**config.mk**
```make
export PLATFORM = sky130hd
export DESIGN_NAME = controle_registrador_deslocamento
export DESIGN_NICKNAME = d
export VERILOG_FILES = /design/src/rtl/controle_registrador_deslocamento_pkg.sv /design/src/rtl/controle_registrador_deslocamento_contador_bits.sv /design/src/rtl/controle_registrador_deslocamento.sv
export SDC_FILE = /design/constraint.sdc
export NUM_CORES = 1
export LEC_CHECK = 0
export ABC_AREA = 1
export CORE_AREA = 4 4 62 64
export CTS_CLUSTER_DIAMETER = 120
export CTS_CLUSTER_SIZE = 12
export DETAILED_ROUTE_END_ITERATION = 7
export DIE_AREA = 0 0 66 68
export PLACE_DENSITY = 0.76
export SYNTH_ARGS = -nofsm -noshare
export SYNTH_HDL_FRONTEND = slang
export SYNTH_SLANG_ARGS = --single-unit
```
**constraint.sdc**
```tcl
create_clock -name clk -period 1.41 [get_ports clk]
set_input_delay 0.141 -clock clk [delete_from_list [all_inputs] [get_ports clk]]
set_output_delay 0.141 -clock clk [all_outputs]
set_load 0.05 [all_outputs]
```
**src/rtl/controle_registrador_deslocamento_pkg.sv**
```systemverilog
// Shared definitions for the shift-chain controller: chain mode codes and FSM states.
package pkg_registrador;

   localparam logic [1:0] MODO_CARGA      = 2'b00;
   localparam logic [1:0] MODO_DESLOCA    = 2'b01;
   localparam logic [1:0] MODO_REALIMENTA = 2'b10;
   localparam logic [1:0] MODO_MANTEM     = 2'b11;

   typedef enum logic [1:0] {
      OCIOSO  = 2'd0,
      CARGA   = 2'd1,
      DESLOCA = 2'd2,
      FIM     = 2'd3
   } estado_t;

endpackage

```
**src/rtl/controle_registrador_deslocamento_contador_bits.sv**
```systemverilog
// Down counter of remaining bits: synchronous load, enable, and a zero flag.
module contador_bits #(
   parameter int CW = 4
) (
   input  logic          clk,
   input  logic          rst_n,
   input  logic          carga_i,
   input  logic          en_i,
   input  logic [CW-1:0] valor_i,
   output logic [CW-1:0] contagem_o,
   output logic          zero_o
);

   logic [CW-1:0] contagem_q;

   // Stops at zero rather than wrapping.
   always_ff @(posedge clk or negedge rst_n) begin
      if (!rst_n) begin
         contagem_q <= '0;
      end else if (carga_i) begin
         contagem_q <= valor_i;
      end else if (en_i && (contagem_q != '0)) begin
         contagem_q <= contagem_q - CW'(1);
      end
   end

   assign contagem_o = contagem_q;
   assign zero_o     = (contagem_q == '0);

endmodule

```
**src/rtl/controle_registrador_deslocamento.sv**
```systemverilog
// Sequences a WIDTH-stage flip-flop chain through load/shift/hold and
// serializes the chain output LSB first, with a done pulse per word.
module controle_registrador_deslocamento
   import pkg_registrador::*;
#(
   parameter int WIDTH = 8,
   parameter int CW    = 4
) (
   input  logic             clk,
   input  logic             rst_n,
   input  logic             in_valid,
   output logic             in_ready,
   input  logic [WIDTH-1:0] in_dado,
   input  logic             pausa,
   input  logic             serial_q,
   output logic             ch1,
   output logic             ch0,
   output logic [WIDTH-1:0] valores_registrador,
   output logic             bit_saida,
   output logic             bit_valido,
   output logic             done,
   output logic             ocupado,
   output logic [CW-1:0]    contagem_uns
);

   estado_t          estado_q, estado_d;
   logic [1:0]       modo_q, modo_d;
   logic [WIDTH-1:0] valores_q, valores_d;
   logic             in_ready_q;
   logic             bit_saida_q, bit_saida_d;
   logic             bit_valido_q, bit_valido_d;
   logic             done_q;
   logic             ocupado_q, ocupado_d;
   logic [CW-1:0]    uns_q, uns_d;

   logic             cnt_carga, cnt_en, cnt_zero;
   logic [CW-1:0]    cnt_valor, cnt_contagem;
   logic             amostra, ultimo;

   assign cnt_valor = CW'(WIDTH);

   contador_bits #(.CW(CW)) u_contador (
      .clk        (clk),
      .rst_n      (rst_n),
      .carga_i    (cnt_carga),
      .en_i       (cnt_en),
      .valor_i    (cnt_valor),
      .contagem_o (cnt_contagem),
      .zero_o     (cnt_zero)
   );

   // A sample happens on edges where the chain actually sees the shift mode.
   assign amostra = (estado_q == DESLOCA) && (modo_q == MODO_DESLOCA) && !cnt_zero;
   assign ultimo  = amostra && (cnt_contagem == CW'(1));

   always_comb begin
      estado_d     = estado_q;
      modo_d       = MODO_MANTEM;
      valores_d    = valores_q;
      bit_saida_d  = bit_saida_q;
      bit_valido_d = 1'b0;
      ocupado_d    = ocupado_q;
      uns_d        = uns_q;
      cnt_carga    = 1'b0;
      cnt_en       = 1'b0;
      case (estado_q)
         OCIOSO: begin
            if (in_valid && in_ready_q) begin
               valores_d = in_dado;
               ocupado_d = 1'b1;
               uns_d     = '0;
               estado_d  = CARGA;
               modo_d    = MODO_CARGA;
            end
         end
         CARGA: begin
            cnt_carga = 1'b1;
            estado_d  = DESLOCA;
            modo_d    = pausa ? MODO_MANTEM : MODO_DESLOCA;
         end
         DESLOCA: begin
            modo_d = pausa ? MODO_MANTEM : MODO_DESLOCA;
            if (amostra) begin
               bit_saida_d  = serial_q;
               bit_valido_d = 1'b1;
               uns_d        = uns_q + CW'(serial_q);
               cnt_en       = 1'b1;
               if (ultimo) begin
                  estado_d = FIM;
                  modo_d   = MODO_MANTEM;
               end
            end
         end
         FIM: begin
            ocupado_d = 1'b0;
            estado_d  = OCIOSO;
         end
         default: estado_d = OCIOSO;
      endcase
   end

   always_ff @(posedge clk or negedge rst_n) begin
      if (!rst_n) begin
         estado_q     <= OCIOSO;
         modo_q       <= MODO_MANTEM;
         valores_q    <= '0;
         in_ready_q   <= 1'b0;
         bit_saida_q  <= 1'b0;
         bit_valido_q <= 1'b0;
         done_q       <= 1'b0;
         ocupado_q    <= 1'b0;
         uns_q        <= '0;
      end else begin
         estado_q     <= estado_d;
         modo_q       <= modo_d;
         valores_q    <= valores_d;
         in_ready_q   <= (estado_d == OCIOSO);
         bit_saida_q  <= bit_saida_d;
         bit_valido_q <= bit_valido_d;
         done_q       <= (estado_q == FIM);
         ocupado_q    <= ocupado_d;
         uns_q        <= uns_d;
      end
   end

   assign ch1                 = modo_q[1];
   assign ch0                 = modo_q[0];
   assign in_ready            = in_ready_q;
   assign valores_registrador = valores_q;
   assign bit_saida           = bit_saida_q;
   assign bit_valido          = bit_valido_q;
   assign done                = done_q;
   assign ocupado             = ocupado_q;
   assign contagem_uns        = uns_q;

endmodule

```
* Yosys cells after proc, flatten, opt, wreduce, memory -nomap -nowiden
Cells that the tools add are included.
** Cells by class
- Muxes and demuxes :: 19
- Reduce and logical (&&, ||, !) cells :: 17
- Equality and inequality tests :: 7
- Add/sub/neg operators :: 2
** Operator list (count)
- $mux W4 :: 4
- $mux W2 :: 7
- $pmux W2 S4 :: 1
- $pmux W4 S2 :: 1
- $pmux W2 S3 :: 1
- $reduce_and A2 Y1 :: 3
- $reduce_bool A2 Y1 :: 3
- $logic_and A1 B1 Y1 :: 5
- $add A4 B1 Y4 :: 1
- $eq A2 B1 Y1 const B :: 2
- $eq A2 B2 Y1 const B :: 2
- $eq A4 B1 Y1 const B :: 1
- $logic_not A2 Y1 :: 2
- $logic_not A4 Y1 :: 1
- $mux W1 :: 4
- $ne A2 B2 Y1 const B :: 2
- $reduce_bool A4 Y1 :: 1
- $sub A4 B1 Y4 const B :: 1
- $reduce_and A3 Y1 :: 1
- $pmux W1 S2 :: 1
- $logic_not A1 Y1 :: 1
** Storage, ports and cells
- Output and inout bits :: 19
- Logic and storage cells :: 55
- Bits of input ports :: 13
- Register bits after elaboration :: 25

* Logic depth before layout (Yosys ltp)
- Depth after elaboration :: 8
- Depth in mapped cells :: 10
- Depth with buffers taken out :: 10

* Cells and area by module
A second synthesis with hierarchy kept.
** Second synthesis, totals
- Cells, all modules :: 139
- Area, all modules :: 1268.7 um2
** By module, submodules not included
- controle_registrador_deslocamento :: instances 1, seq. area each 528.0 um2, cells each 93, area each 973.4 um2
- contador_bits :: instances 1, seq. area each 100.1 um2, cells each 46, area each 295.3 um2

* Worst setup path before layout
OpenSTA, ideal clock, no wires.
- Path kind :: register to register
- From :: reg uns_q[0] (netlist: contagem_uns[0])
- To :: reg uns_q[2] (netlist: contagem_uns[2])
- Setup time :: 0.120 ns
- Cell stages (with the launch flop) :: 6
- Arrival :: 1.318 ns
- Required time :: 1.290 ns
- Path buffers :: 0
- Period minus slack after synthesis :: 1.439 ns
- Slack :: -0.029 ns
- Path through :: dfrtp_1 -> ha_1 -> ha_1 -> xor2_1 -> nand2_1 -> o21ai_2
** Between the ends
- Cells in the longest elaborated chain, start to end :: 3
** RTL lines
- start, declared :: RTL line controle_registrador_deslocamento.sv:34 : logic [CW-1:0] uns_q, uns_d;
- start signal, assigned :: RTL line controle_registrador_deslocamento.sv:122 : uns_q <= uns_d;
- $add A4 B1 Y4 :: RTL line controle_registrador_deslocamento.sv:86 : uns_d = uns_q + CW'(serial_q);
- $mux W4 :: RTL line controle_registrador_deslocamento.sv:83 : if (amostra) begin
- $pmux W4 S2 :: RTL line controle_registrador_deslocamento.sv:66 : case (estado_q)
Every way passes these cells. The select of a mux whose other input is x is not followed.
A chain may end at the register's enable or synchronous reset.

* Worst setup path in the final report
- From :: reg estado_q[1]
- To :: reg uns_q[0] (netlist: contagem_uns[0])
** Between the ends
- Cells in the longest elaborated chain, start to end :: 5
- Elaborated cells on any way between the ends :: 9
- Those cells by class :: eq/ne (3); mux (1); reduce/logical (5)
** RTL lines
- start, declared :: RTL line controle_registrador_deslocamento.sv:26 : estado_t estado_q, estado_d;
- start signal, assigned :: RTL line controle_registrador_deslocamento.sv:114 : estado_q <= estado_d;
- $eq A2 B2 Y1 :: RTL line controle_registrador_deslocamento.sv:53, controle_registrador_deslocamento.sv:66
- $logic_and A1 B1 Y1 (2 in a row) :: RTL line controle_registrador_deslocamento.sv:53 : assign amostra = (estado_q == DESLOCA) && (modo_q == MODO_DESLOCA) && !cnt_zero;
- $ne A2 B2 Y1 (no source line)
- $reduce_and A3 Y1 (no source line)
Parallel ways exist; a longest one is shown, timed or not.

==> metrics.csv <==
stage,metric,value,unit
run_status,outcome,finished clean,
global_routing,gr usage total,11.9,%
timing,Slew HR,69.3,%
routing,WL final,2450,µm
pwr,Tot Pwr,4.38,mW
clock_network,clk slew on worst S/H paths,130,ps
floorplan,chip height,68,µm
pwr,cell area power density,2520,mW/mm²
placement,placed inst area,0.00165,mm²
timing,pin slew with the least headroom to its limit,458,ps
setup_path,"Arr. time, crit path",1640,ps
floorplan,initial core utilization,36.1,%
routing,routed via count,899,
clock_network,H-tree levels,1,
floorplan,Placeable Area,0.00328,mm²
global_routing,first-pass GRT wire length,4080,µm
timing,Final Max Tran Viols,0,
pwr,VDD IR max,738,µV
global_routing,global route overflow,0,
placement,PortBufs,31,
cells_and_area,layout net count,179,
cells_and_area,most common library cell in the layout ignoring fill and taps,dfrtp_1,
routing,wire per inst,12.1,µm
cells_and_area,"commonest cells after routing, fill and taps aside","dfrtp_1 (22), buf_4 (21), nand2_1 (19)",
floorplan,die area,0.00449,mm²
setup_path,CP required,1660,ps
routing,drt first pass iters,4,
setup_path,Startpoint Class,flip-flop,
clock_network,clk_lat worst skew,310,ps
yosys,register area share after synthesis,53.0,%
routing,drt drc,0,
clock_network,Root Driver,clkbuf_4,
yosys,"Top FF cell, synth",dfrtp_1,
cells_and_area,ANT cells,0,
routing,vias per cell,4.45,
timing,Max Freq,718,MHz
clock_network,maximum buffer depth of the clock tree,2,
timing,fin crit period,1390,ps
cells_and_area,layout cells sized above 1,39.7,%
setup_path,Crit. End Element,flip-flop,
setup_path,CP Max Fanout,7,
timing,RSZ-0062 raised after global routing,yes,
yosys,Cells after Synth,111,
floorplan,IO Pins,32,
clock_network,cts hold-fix bufs,0,
clock_network,clk sinks,25,
yosys,Post-synth EDFFs,0,
yosys,Async SR Flop Fraction,100,%
pwr,Pleak,0.843,nW
floorplan,Die W,66,µm
cells_and_area,Area Growth Syn to Fin,46.5,%
cells_and_area,fillers,278,
routing,Routed Antenna Nets,0,
clock_network,TritonCTS Buffers,3,
cells_and_area,Multi-input gate area,528,µm²
clock_network,CTS tree,done,
global_routing,initial antenna violation count,0,
cells_and_area,Seq. cell area,629,µm²
timing,part of the cycle the worst path needs,98.7,%
yosys,"Distinct cells, synth",23,
placement,gpl congestion,0.818,
yosys,cell area after synthesis,0.00119,mm²
yosys,"Avg Cell Area, Syn",10.7,µm²
floorplan,Site Rows,21,
timing,Worst Skew,2.42,ps
routing,DRT iter0 DRCs,21,
global_routing,vias in the first global route,952,
min_path,Hold WC Path Type,in2async,
cells_and_area,cell area after layout,0.00174,mm²
setup_path,Crit Path Category,reg2reg,
yosys,Seq cells post-synth,25,
yosys,synth warn,0,
timing,final hold vios,0,
placement,Detail Placement HPWL,1940,µm
run,max cap viols,0,
global_routing,pin count of the biggest net entering global routing,14,
timing,final setup vio count,0,
yosys,syn_nets,133,
cells_and_area,Util after Layout,52.9,%
==> report_power, final <==
group	switching, mW	internal, mW	total (mW)	leakage [nW]
combinational	1.70	1.11	2.81	0.523
sequential	0.213	1.05	1.26	0.306
clock	0.199	0.111	0.309	0.0150
==> metrics by stage <==
stage	hold slack, ps	TNS (ps)	cells	setup slack [ps]
floorplan	-155	0	111	12.4
finish	130	0	202	18.1
detailed placement	486	-175	193	-70.5
global route	145	-567	202	-63.6
CTS	135	0	198	0.156
global placement	486	0	193	27.1
==> state kept, by name (all words and copies together), names as in the netlist <==
name / flops
bit_valido: 1
modo_q: 2
bit_saida: 1
estado_q: 2
in_ready: 1
done: 1
u_contador.contagem_o: 4
valores_registrador: 8
ocupado: 1
contagem_uns: 4
==> per-layer routing <==
metal,vias to the layer above,part of all wire (%),track usage (%)
li1,453,-,-
met4,0,1.2,5.58
met3,4,2.0,2.30
met2,14,56,22.2
met1,428,41,13.0
met5,-,0,0
==> worst max-delay path, cell delays in order (launching register included) <==
cell	delay [ps]
dfrtp_1	430
inv_1	90
ha_1	180
inv_1	120
a21oi_2	180
inv_2	90
nand2_4	110
nand2_1	70
o21ai_2	50
==> synthesized netlist by cell type, types with 2 or more instances <==
master,count,area [µm²]
o21ai_2,4,35.0
nor2_1,5,18.8
o21ai_0,3,15.0
dfstp_2,2,52.6
dfrtp_1,23,576
nand3_1,5,25.0
ha_1,9,113
a21oi_1,3,15.0
nand4_1,2,12.5
nand2_4,2,22.5
xor2_1,2,17.5
mux2_2,8,90.1
inv_1,13,48.8
nand2_1,21,78.8
==> cells by family (layout without fill, tap and decap cells) <==
family	after synthesis	in the layout	share of synthesized area, %
AO/OA/AOI/OAI	13	13	7.28
XOR/XNOR	2	2	1.48
adder cells (fa/ha/maj)	9	9	9.49
buffers and inverters	15	60	4.96
flip-flops	25	25	53.0
multiplexers	8	8	7.60
AND/OR/NAND/NOR	39	39	16.2
==> what timing repair did <==
action,CTS,global route
pin swaps,0,3
setup buffers,1,4
resized for setup,3,5
endpoints found under the setup margin,6,18
==> final timing paths <==
check | startpoint | to | slack, ps | cells after the start
worst max-delay path | estado_q[1]$_DFF_PN0_ | contagem_uns[0]$_DFFE_PN0P_ | 20 | 8
worst min-delay path | rst_n | valores_registrador[3]$_DFFE_PN0P_ | 130 | 1
worst max register to register | estado_q[1]$_DFF_PN0_ | contagem_uns[0]$_DFFE_PN0P_ | 20 | 8
worst min register to register | valores_registrador[0]$_DFFE_PN0P_ | valores_registrador[0]$_DFFE_PN0P_ | 520 | 1
max in group asynchronous | rst_n | valores_registrador[0]$_DFFE_PN0P_ | 790 | 2
min in group clk | serial_q | bit_saida$_DFFE_PN0N_ | 400 | 3
==> final cells by class <==
class                           count  share of cell area, %
Timing Repair Buffer               41                   25.2
Multi-Input combinational cell     71                   30.4
Tap cell                           46                   3.31
Inverter                           15                   3.38
Sequential cell                    25                   36.2
Clock buffer                        4                   1.51
Note: power is estimated with default switching activity, not from simulation.
